===== src/rtl/rgb_sequencer.sv =====
// ============================================================================
// Module      : rgb_sequencer
// Description : Steps a 3-bit RGB LED through a fixed 8-colour sequence.
//               A step pulse (from the debouncer/edge-detector chain) or an
//               optional auto-advance timer moves the sequence forward, and
//               an optional PWM dimmer gates the LED drive.
//
// Parameters  : AUTO_TICKS - clock cycles per automatic advance (>= 2)
//               PWM_BITS   - width of the free-running PWM counter
//               DUTY       - on-cycles per PWM period while dimmed
//                            (0 .. 2**PWM_BITS-1)
//
// Ports       : clk     in   system clock
//               rst     in   synchronous active-high reset
//               step    in   single-cycle advance request
//               auto_en in   level, enables timed auto-advance
//               dim     in   level, gates rgb with the PWM duty cycle
//               rgb     out  [2]=R [1]=G [0]=B, active-high
//               index   out  current sequence position 0..7
//               wrapped out  one-cycle pulse on the WHITE -> BLACK advance
//
// Revision    : 1.0 - initial release
// ============================================================================
`default_nettype none

module rgb_sequencer #(
    parameter int AUTO_TICKS = 12_000_000,
    parameter int PWM_BITS   = 4,
    parameter int DUTY       = 4
) (
    input  logic       clk,
    input  logic       rst,
    input  logic       step,
    input  logic       auto_en,
    input  logic       dim,
    output logic [2:0] rgb,
    output logic [2:0] index,
    output logic       wrapped
);

    // ------------------------------------------------------------------
    // Constants
    // ------------------------------------------------------------------
    localparam int c_cnt_w = $clog2(AUTO_TICKS);

    localparam logic [c_cnt_w-1:0]  c_tick_last = c_cnt_w'(AUTO_TICKS - 1);
    localparam logic [PWM_BITS-1:0] c_duty      = PWM_BITS'(DUTY);

    // Sequence states; the encoding doubles as the index output.
    localparam logic [2:0] c_st_black   = 3'd0;
    localparam logic [2:0] c_st_red     = 3'd1;
    localparam logic [2:0] c_st_green   = 3'd2;
    localparam logic [2:0] c_st_blue    = 3'd3;
    localparam logic [2:0] c_st_yellow  = 3'd4;
    localparam logic [2:0] c_st_cyan    = 3'd5;
    localparam logic [2:0] c_st_magenta = 3'd6;
    localparam logic [2:0] c_st_white   = 3'd7;

    // ------------------------------------------------------------------
    // Registers and wires
    // ------------------------------------------------------------------
    logic [2:0]          r_state;
    logic [c_cnt_w-1:0]  r_auto_cnt;
    logic [PWM_BITS-1:0] r_pwm_cnt;
    logic                r_wrapped;
    logic                r_dim;

    logic                w_expire;
    logic                w_advance;
    logic                w_pwm_on;
    logic [2:0]          w_color;

    // ------------------------------------------------------------------
    // Advance sources. Step and expiry in the same cycle OR together, so
    // they can only ever produce a single advance.
    // ------------------------------------------------------------------
    assign w_expire  = auto_en && (r_auto_cnt == c_tick_last);
    assign w_advance = step || w_expire;

    // ------------------------------------------------------------------
    // Auto-advance timer. Held at zero while disabled so that re-enabling
    // always starts a full period. A step also restarts the period.
    // ------------------------------------------------------------------
    always_ff @(posedge clk) begin
        if (rst) begin
            r_auto_cnt <= '0;
        end else if (!auto_en) begin
            r_auto_cnt <= '0;
        end else if (step || w_expire) begin
            r_auto_cnt <= '0;
        end else begin
            r_auto_cnt <= r_auto_cnt + 1'b1;
        end
    end

    // ------------------------------------------------------------------
    // Sequence state and wrap pulse. The 3-bit increment wraps WHITE to
    // BLACK naturally.
    // ------------------------------------------------------------------
    always_ff @(posedge clk) begin
        if (rst) begin
            r_state   <= c_st_black;
            r_wrapped <= 1'b0;
        end else begin
            if (w_advance) begin
                r_state <= r_state + 3'd1;
            end
            r_wrapped <= w_advance && (r_state == c_st_white);
        end
    end

    // ------------------------------------------------------------------
    // PWM counter (free-running) and registered dim request. The dim
    // level is registered so that no input reaches rgb combinationally.
    // ------------------------------------------------------------------
    always_ff @(posedge clk) begin
        if (rst) begin
            r_pwm_cnt <= '0;
            r_dim     <= 1'b0;
        end else begin
            r_pwm_cnt <= r_pwm_cnt + 1'b1;
            r_dim     <= dim;
        end
    end

    // On-window comparison; a zero duty is a constant off so no
    // always-false comparison is built.
    generate
        if (DUTY == 0) begin : g_pwm_dark
            assign w_pwm_on = 1'b0;
        end else begin : g_pwm_cmp
            assign w_pwm_on = (r_pwm_cnt < c_duty);
        end
    endgenerate

    // ------------------------------------------------------------------
    // Colour decode (R,G,B)
    // ------------------------------------------------------------------
    always_comb begin
        w_color = 3'b000;
        case (r_state)
            c_st_black:   w_color = 3'b000;
            c_st_red:     w_color = 3'b100;
            c_st_green:   w_color = 3'b010;
            c_st_blue:    w_color = 3'b001;
            c_st_yellow:  w_color = 3'b110;
            c_st_cyan:    w_color = 3'b011;
            c_st_magenta: w_color = 3'b101;
            c_st_white:   w_color = 3'b111;
            default:      w_color = 3'b000;
        endcase
    end

    // ------------------------------------------------------------------
    // Outputs, decoded from registers only
    // ------------------------------------------------------------------
    assign rgb     = w_color & {3{!r_dim || w_pwm_on}};
    assign index   = r_state;
    assign wrapped = r_wrapped;

endmodule

`default_nettype wire

===== config.mk =====
export PLATFORM = sky130hd
export DESIGN_NAME = rgb_sequencer
export DESIGN_NICKNAME = d
export VERILOG_FILES = /design/src/rtl/rgb_sequencer.sv
export SDC_FILE = /design/constraint.sdc
export NUM_CORES = 1
export LEC_CHECK = 0
export CAP_MARGIN = 10
export CORE_MARGIN = 3
export CORE_UTILIZATION = 61
export DETAILED_ROUTE_END_ITERATION = 12
export PLACE_DENSITY = 0.86
export SYNTH_ARGS = -nofsm -noshare
export SYNTH_HDL_FRONTEND = slang
export SYNTH_SLANG_ARGS = --single-unit

===== constraint.sdc =====
create_clock -name clk -period 2.9 [get_ports clk]
set_clock_uncertainty 0.05 [all_clocks]
set_input_delay 0.29 -clock clk [delete_from_list [all_inputs] [get_ports clk]]
set_output_delay 0.29 -clock clk [all_outputs]
set_load 0.05 [all_outputs]

==> flow_metrics.tcl <==
set metrics [dict create \
    outcome "finished, final reports clean" \
    dieArea_sq_mm 0.003400 \
    synth_mux_area_share_pct 3.823 \
    portBuffers 11 \
    drc 0 \
    ys_seq_area_share_pct 43.18 \
    fillers 186 \
    boundaryPins 12 \
    p_leak_nw 0.6000 \
    place_ws_ns 0.9091 \
    wl_per_cell_um 13.94 \
    drive_gt1_share_pct 5.473 \
    grt_pass1_vias 1384 \
    syn_nets 199 \
    antenna_found_initial 0 \
    firstDrtPassIters 4 \
    cts.reportedPaths.clkPinSlew_ns 0.09 \
    synth_top_area_cell "dfxtp_1" \
    fin_crit_sh_pct 79.56 \
    worst_slack_ns 0.5928 \
    grt_max_degree 25 \
    max-vdd-ir-drop_mv 0.4044 \
    synth_top_family_by_area "simple AND/OR/NAND/NOR gates" \
    grt_pass1_wl_mm 5.616 \
    crit_family "buffers and inverters" \
    tightest_slew_ns 0.5100 \
    crit_buf_inv 1 \
    cts_sinks 36 \
    yosysUniqueCellTypes 31 \
    track_usage_pct 21.21 \
    postCtsSetupBuffers 0 \
    worst_skew_pair.late_latency_ns 0.32 \
    synthTopCellsByArea "dfxtp_1, nor2_1, xnor2_1" \
    worstSetupPathType "reg -> out" \
    tns_ns 0 \
    netlist_area_sq_mm 0.001669 \
    grt_most_used_layer "met2" \
    ctsLongestPathBuffers 2 \
    max_freq_ghz 0.4334 \
    die_y_um 58.31 \
    area_growth_pct 10.12 \
    path_max_fanout 3 \
    core_sq_mm 0.002545 \
    met1_usage_pct 23.72 \
    final-hold-violation-count 0 \
    critical_path.cell_chain "o21ai_0, and2_1, clkdlybuf4s50_1" \
    cts-resized-gates 0 \
    cts_tree "built" \
    dp_hpwl_mm 2.392 \
    layout_common_cells "dfxtp_1, nor2_1, nand2_1, clkdlybuf4s50_1" \
    yosys.area_share.simple_pct 29.46 \
    initial_core_util_pct 65.59 \
    required_ns 2.56 \
    cts_hold_buf 0 \
    nets 212 \
    vias 1360 \
    ant_nets 0 \
    syn_avg_cell_area_sq_um 8.785 \
    slew_headroom_pct 65.89 \
    grt_use_met2_pct 37.64 \
    synth-xor-area-share_pct 9.445 \
    via_per_inst 5.887 \
    critPathSlowestCell "clkdlybuf4s50_1" \
    grt_overflow 0 \
    powerDensity_mw_per_mm2 449.9 \
    synth_fa_ha_area_share_pct 4.198 \
    numCtsBuffers 5 \
    fin_crit_ns 2.307 \
    synthCells 190 \
    gp_congestion 0.9065 \
    slew_viol_final 0 \
    cp-start-kind "flop" \
    crit_arrival_ns 1.97 \
    yosysWarnings 0 \
    synth_seq_cells 36 \
    yosysTopAreaCellShare_pct 43.18 \
    wirelength_mm 3.220 \
    h-tree-depth 2 \
    hp-class "reg -> reg" \
    synth_compound_area_share_pct 6.897 \
    grt_setup_unrepaired "no" \
    drt_iter0_markers 70 \
    antenna_cells 0 \
    critPathMaxStageDelay_ns 0.81 \
    layout_commonest_cell "dfxtp_1" \
    row_count 18 \
    grt_util_met3_pct 4.825 \
    fp.dieW_um 58.31 \
    cp-end-kind "output port" \
    maxCapViolations 0 \
    finalSetupViolations 0 \
    clockRootBuffer "clkbuf_4" \
]
[per-stage QoR]
step                util, %  std cells  total power (W)  instance area [sq um]  hold WS, ns
detailed placement    70.75        226        0.0006180                   1800       0.3719
finish                72.22        231        0.0008269                   1838       0.3875
floorplan                 -        190        0.0005896                   1669       0.3524
CTS                   72.22        231        0.0008334                   1838       0.3931
global route          72.22        231        0.0008605                   1838       0.4303
global placement      70.75        226        0.0006136                   1800       0.3590
[worst register-to-register path, cell delays in order, from the launching register on]
cell     delay, ns
dfxtp_1       0.40
ha_1          0.23
nand3_1       0.16
or4_1         0.65
or3_1         0.34
a21oi_1       0.13
[layer usage]
layer  vias up  share of wire [%]
li1        685                  -
met3         8                3.3
met4         0                2.5
met1       637                 44
met2        30                 50
met5         -                  0
[path summary, 6_finish.rpt]
path / to / cells past startpoint / from / slack, ns
min reg2reg: r_pwm_cnt[0] / 1 / r_pwm_cnt[0] / 0.39
max: rgb[2] / 3 / r_pwm_cnt[2] / 0.59
max reg2reg: r_auto_cnt[18] / 5 / r_auto_cnt[0] / 0.88
min: r_pwm_cnt[0] / 1 / r_pwm_cnt[0] / 0.39
[report_power, final]
part,internal (W),switching [W]
logic,0.0000388,0.0000527
registers,0.000505,0.00000949
clock network,0.0000810,0.000139
[kinds of logic after synthesis]
logic type,Yosys count
AO/OA/AOI/OAI,22
AND/OR/NAND/NOR,89
XOR/XNOR,18
multiplexers,6
adder cells (fa/ha/maj),6
buffers and inverters,13
flip-flops,36
[synth_stat cells]
cell / n
nor4bb_1: 2
o21ai_0: 10
mux2i_1: 3
o21ba_2: 1
and2_1: 3
and4_1: 3
maj3_1: 2
a21oi_1: 10
or4_1: 3
clkbuf_1: 5
nor4_1: 4
nor3_1: 1
o21ai_1: 1
nor2b_1: 3
nand4_4: 1
nor2_1: 24
and3_1: 1
xnor2_1: 10
dfxtp_1: 36
nand4_1: 8
xor2_1: 8
nand2_1: 12
or3_1: 10
mux2_2: 3
nand3_1: 10
ha_1: 4
nor3b_1: 2
inv_1: 7
nor4b_1: 1
buf_2: 1
nand2b_1: 1
[flip-flops by register name (all words and copies together) (netlist names)]
signal and count:
index 3, wrapped 1, r_pwm_cnt 4, w_color 3, r_auto_cnt 24, r_dim 1
[final cells by class]
type	instances	area [sq um]	share of cell area (%)
Multi-Input combinational cell	141	898.4	48.88
Sequential cell	36	720.7	39.21
Timing Repair Buffer	12	117.6	6.399
Clock buffer	5	37.54	2.042
Tap cell	30	37.54	2.042
Inverter	7	26.28	1.430
(Power assumes the default switching activity.)
